--- src/rtl/counter_capture.sv ---
// counter_capture: 16-deep snapshot bank for counter samples with a registered read port.
// Defining COUNTER_CAPTURE_DELTA_EN also captures automatically whenever value changes.
module counter_capture #(
    parameter int DATA_W = 8,
    parameter int ADR_W  = 4
) (
    input  logic              clk,
    input  logic              rst_async_n,
    input  logic              clr,
    input  logic [DATA_W-1:0] value,
    input  logic              capture,
    input  logic              wrap,
    input  logic              rd_en,
    input  logic [ADR_W-1:0]  rd_adr,
    output logic [DATA_W-1:0] rd_data,
    output logic              rd_valid,
    output logic [ADR_W-1:0]  wr_ptr,
    output logic [ADR_W:0]    count,
    output logic              full,
    output logic              overflow
);
    localparam logic [ADR_W:0] FULL_CNT = {1'b1, {ADR_W{1'b0}}};

    logic [DATA_W-1:0] mem [2**ADR_W];
    logic take;
    logic accept;
    logic drop;

`ifdef COUNTER_CAPTURE_DELTA_EN
    logic [DATA_W-1:0] prev_value;

    always_ff @(posedge clk or negedge rst_async_n)
        if (!rst_async_n) prev_value <= '0;
        else prev_value <= value;

    assign take = capture | (value != prev_value);
`else
    assign take = capture;
`endif

    assign full   = count == FULL_CNT;
    assign accept = take & ~clr & (~full | wrap);
    assign drop   = take & ~clr & full & ~wrap;

    // read samples mem before this edge's write lands, giving read-before-write
    always_ff @(posedge clk or negedge rst_async_n) begin
        if (!rst_async_n) begin
            mem      <= '{default: '0};
            wr_ptr   <= '0;
            count    <= '0;
            overflow <= 1'b0;
            rd_data  <= '0;
            rd_valid <= 1'b0;
        end else begin
            rd_valid <= rd_en;
            if (rd_en) rd_data <= mem[rd_adr];
            if (clr) begin
                wr_ptr   <= '0;
                count    <= '0;
                overflow <= 1'b0;
            end else begin
                if (accept) begin
                    mem[wr_ptr] <= value;
                    wr_ptr      <= wr_ptr + 1'b1;
                    if (!full) count <= count + 1'b1;
                end
                if (drop) overflow <= 1'b1;
            end
        end
    end
endmodule

--- config.mk ---
export PLATFORM = sky130hd
export DESIGN_NAME = counter_capture
export DESIGN_NICKNAME = d
export VERILOG_FILES = /design/src/rtl/counter_capture.sv
export SDC_FILE = /design/constraint.sdc
export NUM_CORES = 1
export LEC_CHECK = 0
export CELL_PAD_IN_SITES_DETAIL_PLACEMENT = 0
export CELL_PAD_IN_SITES_GLOBAL_PLACEMENT = 1
export CORE_ASPECT_RATIO = 1.25
export CORE_MARGIN = 3
export CORE_UTILIZATION = 53
export CTS_BUF_LIST = sky130_fd_sc_hd__clkbuf_4
export CTS_CLUSTER_SIZE = 24
export DETAILED_ROUTE_END_ITERATION = 16
export PLACE_DENSITY = 0.94
export REMOVE_ABC_BUFFERS = 1
export SLEW_MARGIN = 20
export SYNTH_ARGS = -nofsm -noshare
export SYNTH_HDL_FRONTEND = slang
export SYNTH_SLANG_ARGS = --single-unit
--- constraint.sdc ---
create_clock -name clk -period 2.3 [get_ports clk]
set_input_delay 0.69 -clock clk [delete_from_list [all_inputs] [get_ports clk]]
set_output_delay 0.69 -clock clk [all_outputs]
set_load 0.02 [all_outputs]
==> metrics, run 1 <==
pwr/cell area about 660 mW/mm^2; Final ANT Viol Nets 0; routability-driven placement congestion ratio 0.785; CTS sink count approximately 150; DIE AREA around 0.014 mm^2; CP startpoint kind flop; routing usage on met2 between 30% and 40%; EDFF count, synth 0; Final Skew roughly 0.017 ns; global routing met1 resource utilization 28.2%; Worst EP arrival about 1.6 ns; layout cell share with drive strength beyond 1 49.0%; CTS H-tree lvls 4; internal power approximately 3.9 mW; GR Util met3 5.37%; share of power burned in registers approximately 56%; switching part of the total power between 20 and 25%; CTS tree yes; Final Hold Viols 0; clock slew at the register clock pins of the worst setup and hold paths around 0.12 ns; combinational share of power roughly 14%; total gr overflow 0; overall routed net length 14300 um; core area between 0.01 and 0.015 mm^2; Iteration-0 DRC Markers around 180; Post-synth ARST share 100%; IO buf count 37; worst-margin pin slew 0.601 ns; P&R area growth vs syn 16.9%; mean post-synth cell area about 16 um^2; CP peak stage delay 0.61 ns; DP HPWL 9750 um; most used routing layer met2; Fmax ~450 MHz; crit-path max FO 2; Worst IR Drop VDD roughly 0.35 mV; slowest CP cell clkdlybuf4s50_1; Final Max Tran Viols 0; #FFs+latches synth ~150; Max-slew headroom around three fifths; Residual DRC 0; total CTS buffers 17; worst setup margin about 0.064 ns; sequential element share of the synthesized area a little over half; Worst Hold Class primary input to asynchronous set/reset pin; synthesized area just under 0.007 mm^2; most frequent cells in the layout 147 x dfrtp_1, 129 x mux2_2, 32 x mux4_2; Top Family by Delay on Critical Path buffers and inverters; CP Data Required Time 1.61 ns; CTS root buffer clkbuf_4; Worst Path Buf+Inv 1; LEAKAGE just under 4 nW; synth warn 0; largest net degree at the start of global routing 50; initial antenna violation count 0; CTS hold repair buffers 0; Max Buffers Root-to-Sink 2; Maximum Capacitance Violations 0; Die Height around 130 um; Critical Path End Type primary output; vias per cell 5.85; Tcrit/Tclk final between 90% and 100%; Pre-antenna DRT Iters 4; CP Class flop to primary output; Initial Util a little under three fifths; NetSw approximately 1.3 mW; vias in the first global route 4356; Final setup viols 0; worst skew pair latency around 0.54 ns; Ant. Diodes 0; Total GRT Usage 21.7%; row cnt 45; Hold WS 0.0686 ns; Die W ~110 um; run status finished, final reports clean; RSZ-0062 raised after global routing no; post-DR wirelength/cell between 20 and 25 um; post-synthesis instance total ~440; first-pass GRT wire length roughly 23000 um; Ports 38; Synth cell types around 40; clock share of power 30.4%; predominant post-synthesis flop cell dfrtp_1; cell breakdown of the critical path clkdlybuf4s50_1; post-place setup slack -0.139 ns; Final nets between 500 and 600; vias after detailed routing roughly 4000; min Tclk post-route 2.24 ns; commonest non-fill, non-tap cell in the layout dfrtp_1
## final cells by class
cell class | instances | area, um^2
Clock buffer | 18 | 135
Clock inverter | 14 | 144
Fill cell | 915 | 4390
Inverter | 6 | 25.0
Multi-Input combinational cell | 262 | 3010
Sequential cell | 147 | 3680
Tap cell | 164 | 205
Timing Repair Buffer | 75 | 793
## flip-flops by register name, indices dropped and copies added, names as in the netlist
register / cells
rd_data: 8
mem: 128
count: 5
rd_valid: 1
overflow: 1
wr_ptr: 4
## power groups by stage
| stage | registers, mW | logic [mW] | clock network (mW) |
|---|---|---|---|
| floorplan | 2.95 | 0.387 | 0 |
| CTS | 2.91 | 0.754 | 1.63 |
| finish | 2.91 | 0.742 | 1.60 |
| global route | 2.94 | 0.803 | 1.75 |
| global placement | 2.95 | 0.717 | 0 |
| detailed placement | 2.97 | 0.748 | 0 |
## worst paths after layout
path                       slack [ns]              endpoint                    from  depth (start not counted)
max                              0.06            rd_data[0]  rd_data[0]$_DFFE_PN0P_                          1
min                              0.07  count[4]$_DFFE_PN0P_             rst_async_n                          1
max reg2reg                      0.28  mem[109]$_DFFE_PN0P_   wr_ptr[0]$_DFFE_PN0P_                          6
min reg2reg                      0.50   mem[36]$_DFFE_PN0P_     mem[36]$_DFFE_PN0P_                          1
max in group asynchronous        1.57   mem[89]$_DFFE_PN0P_             rst_async_n                          2
min in group clk                 0.50   mem[36]$_DFFE_PN0P_     mem[36]$_DFFE_PN0P_                          1
## synth_stat cells, types with 5 or more instances
master / number / area share, %
a21oi_1: 10 / 0.73
buf_2: 9 / 0.66
clkbuf_1: 12 / 0.66
dfrtp_1: 147 / 54
ha_1: 6 / 1.1
inv_1: 5 / 0.27
mux2_2: 129 / 21
mux4_2: 32 / 11
nand2_1: 6 / 0.33
nand3_1: 5 / 0.37
nor2_1: 9 / 0.49
o22ai_1: 16 / 1.5
## metrics by stage
step	instances	instance area, um^2	util (%)	total power [mW]	setup TNS [ns]
2_1_floorplan	415	6700	-	3.34	-0.145
3_3_place_gp	651	7690	62.1	3.67	-3.95
3_5_place_dp	651	7690	62.1	3.71	-5.92
4_1_cts	686	7990	64.5	5.29	0
5_1_grt	686	7990	64.5	5.49	0
6_report	686	7990	64.5	5.25	0
## metal layers
layer / share of wire [%] / vias up
li1: - / 1789
met2: 52 / 93
met3: 4.3 / 26
met4: 2.2 / 0
met1: 42 / 2108
met5: 0 / -
## logic make-up (layout without fill, tap and decap cells)
logic type	count (synthesis)	count (layout)	synth area share (%)
muxes	169	169	33.2
DFF	147	147	53.8
and+or+nand+nor	48	48	5.76
adders and majority gates	6	6	1.10
AOI/OAI and AO/OA	33	33	3.00
xor gates and xnor gates	6	6	0.768
buffers and inverters	32	113	2.36
## repair_timing
action | CTS | global route
gates resized for setup | 18 | 5
setup endpoints to repair | 12 | 4
hold endpoints to repair | 0 | 0
pin swaps | 1 | 0
setup buffers | 3 | 0
No activity file was read; power rests on OpenSTA's default activity.
==> run 2, diff against run 1 <==
CORE_MARGIN = 8   (was 3)
==> run 2 against run 1 <==
Routed wire length up 3.4%. Sequential power about the same. First-iteration DRC count up 8.2%. Worst setup slack better by 0.013 ns. Die area up 18%. Clock power up 15%. Total power up 5.0%. Critical endpoint is now rd_data[6]. Highest routed layer unchanged.
==> metrics, run 2 (synthesis gave the netlist of run 1 again) <==
dpl cell area 0.00773 mm^2 (was 0.00769 mm^2); most frequent cells in the layout 147 x dfrtp_1, 129 x mux2_2, 32 x mux4_2 (unchanged); Hold WS 0.105 ns (was 0.0686 ns); vias after detailed routing 4100 (was 4016); Iteration-0 DRC Markers 198 (was 183); LEAKAGE 3.89 nW (was 3.86 nW); Ports 38 (unchanged); DP HPWL 10100 um (was 9750 um); CP Data Required Time 1.61 ns (about the same); crit-path max FO 2 (unchanged); routability-driven placement congestion ratio 0.744 (was 0.785); Worst EP arrival 1.53 ns (was 1.55 ns); pwr/cell area 683 mW/mm^2 (was 657 mW/mm^2); Final Max Tran Viols 0 (unchanged); CP startpoint kind flop (unchanged); Top Family by Delay on Critical Path buffers and inverters (unchanged); CTS H-tree lvls 4 (unchanged); vias per cell 5.92 (was 5.85); DIE AREA 0.0168 mm^2 (was 0.0143 mm^2); Final nets 536 (was 533); worst skew pair latency 0.54 ns (about the same); biggest regs mem (128), rd_data (8), count (5) (unchanged); WP depth 1 (unchanged); post-DR wirelength/cell 21.3 um (was 20.8 um); CTS root buffer clkbuf_4 (unchanged); P&R area growth vs syn 18.2% (was 16.9%); min Tclk post-route 2.22 ns (was 2.24 ns); CP Class flop to primary output (unchanged); run status finished, final reports clean (unchanged); Final Hold Viols 0 (unchanged); fill count 919 (was 915); total CTS buffers 17 (unchanged); initial antenna violation count 1 (was 0); Die W 118 um (was 108 um); Tcrit/Tclk final 96.7% (was 97.2%); Initial Util 54.0% (was 55.2%); Final setup viols 0 (unchanged); IO buf count 37 (unchanged); row cnt 46 (was 45); Residual DRC 0 (unchanged); Reg with most FFs mem (unchanged); fin area 0.00809 mm^2 (was 0.00799 mm^2); Maximum Capacitance Violations 0 (unchanged); Worst IR Drop VDD 0.370 mV (was 0.345 mV); cell breakdown of the critical path clkdlybuf4s50_1 (unchanged); CP peak stage delay 0.62 ns (was 0.61 ns); Die Height 143 um (was 133 um); Final Total Pwr 5.52 mW (was 5.25 mW); commonest non-fill, non-tap cell in the layout dfrtp_1 (unchanged); total gr overflow 0 (unchanged); core area 0.0127 mm^2 (was 0.0124 mm^2); vias in the first global route 4530 (was 4356); CTS sink count 147 (unchanged); Worst Hold Class primary input to asynchronous set/reset pin (unchanged); Max Buffers Root-to-Sink 2 (unchanged); max FFs per register 128 (unchanged); Critical Path End Type primary output (unchanged); worst r2r path cells 10 (was 6); Final Skew 0.0146 ns (was 0.0172 ns); Worst Path Buf+Inv 1 (unchanged); Fmax 450 MHz (was 447 MHz); Final ANT Viol Nets 0 (unchanged); Pre-antenna DRT Iters 4 (unchanged); largest net degree at the start of global routing 52 (was 50); clock slew at the register clock pins of the worst setup and hold paths 0.12 ns (about the same); overall routed net length 14800 um (was 14300 um); Total GRT Usage 18.7% (was 21.7%); CTS tree yes (unchanged); first-pass GRT wire length 24200 um (was 23500 um); slowest CP cell clkdlybuf4s50_1 (unchanged); layout cell share with drive strength beyond 1 49.5% (was 49.0%); worst-margin pin slew 0.623 ns (was 0.601 ns); Max-slew headroom 58.3% (was 59.8%)
-- run 2: cell types whose count changed in the layout (fill, tap and decap cells not counted), sizes merged --
| cell | change |
|---|---|
| buf | +3 |
| clkinv | -5 |
| dlygate4sd2 | -1 |
| bufinv | +2 |
| clkdlybuf4s50 | +2 |
| clkbuf | +1 |
| dlymetal6s2s | -1 |
| diode | +1 |
-- run 2: power by group --
group | switching (mW) | internal, mW | leakage, nW
Combinational | 0.344 | 0.417 | 1.73
Clock | 0.861 | 0.977 | 0.170
Sequential | 0.123 | 2.80 | 1.98
-- run 2: worst paths after layout --
kind | endpoint | start | slack (ns)
hold / removal | wr_ptr[0]$_DFFE_PN0P_ | rst_async_n | 0.10
min in group clk | mem[36]$_DFFE_PN0P_ | mem[36]$_DFFE_PN0P_ | 0.50
setup reg to reg | mem[93]$_DFFE_PN0P_ | count[0]$_DFFE_PN0P_ | 0.30
max in group asynchronous | mem[116]$_DFFE_PN0P_ | rst_async_n | 1.48
hold reg to reg | mem[36]$_DFFE_PN0P_ | mem[36]$_DFFE_PN0P_ | 0.50
setup / recovery | rd_data[6] | rd_data[6]$_DFFE_PN0P_ | 0.08
-- run 2: what timing repair did --
action,4_1_cts,5_1_grt
pin swaps,0,0
setup buffers,2,1
hold buffers,0,0
resized for setup,16,4
endpoints found under the setup margin,11,3
-- run 2: final cells by class --
| class | instances | area [um^2] | share of cell area (%) |
|---|---|---|---|
| diodes | 1 | 2.50 | 0.0310 |
| repair buffers | 78 | 827 | 10.2 |
| clock buffers | 19 | 143 | 1.76 |
| clock inverters | 11 | 186 | 2.31 |
| multi-input cells | 262 | 3010 | 37.3 |
| flip-flops and latches | 147 | 3680 | 45.5 |
| inverters | 6 | 25.0 | 0.310 |
| well taps | 168 | 210 | 2.60 |
-- run 2: per-layer routing --
layer	share of wire, %	GRT usage [%]
met2	53	32.4
met5	0	0
met4	1.5	6.69
met1	42	22.5
met3	3.9	4.15
-- run 2: stage by stage --
stage | worst slack [ns] | util [%] | instances | setup TNS [ns]
2_1_floorplan | -0.0300 | - | 415 | -0.145
3_3_place_gp | -0.126 | 61.0 | 658 | -5.30
3_5_place_dp | -0.165 | 61.0 | 658 | -7.50
4_1_cts | 0.0113 | 63.7 | 690 | 0
5_1_grt | -0.00482 | 63.9 | 692 | -0.00482
6_report | 0.0764 | 63.9 | 692 | 0
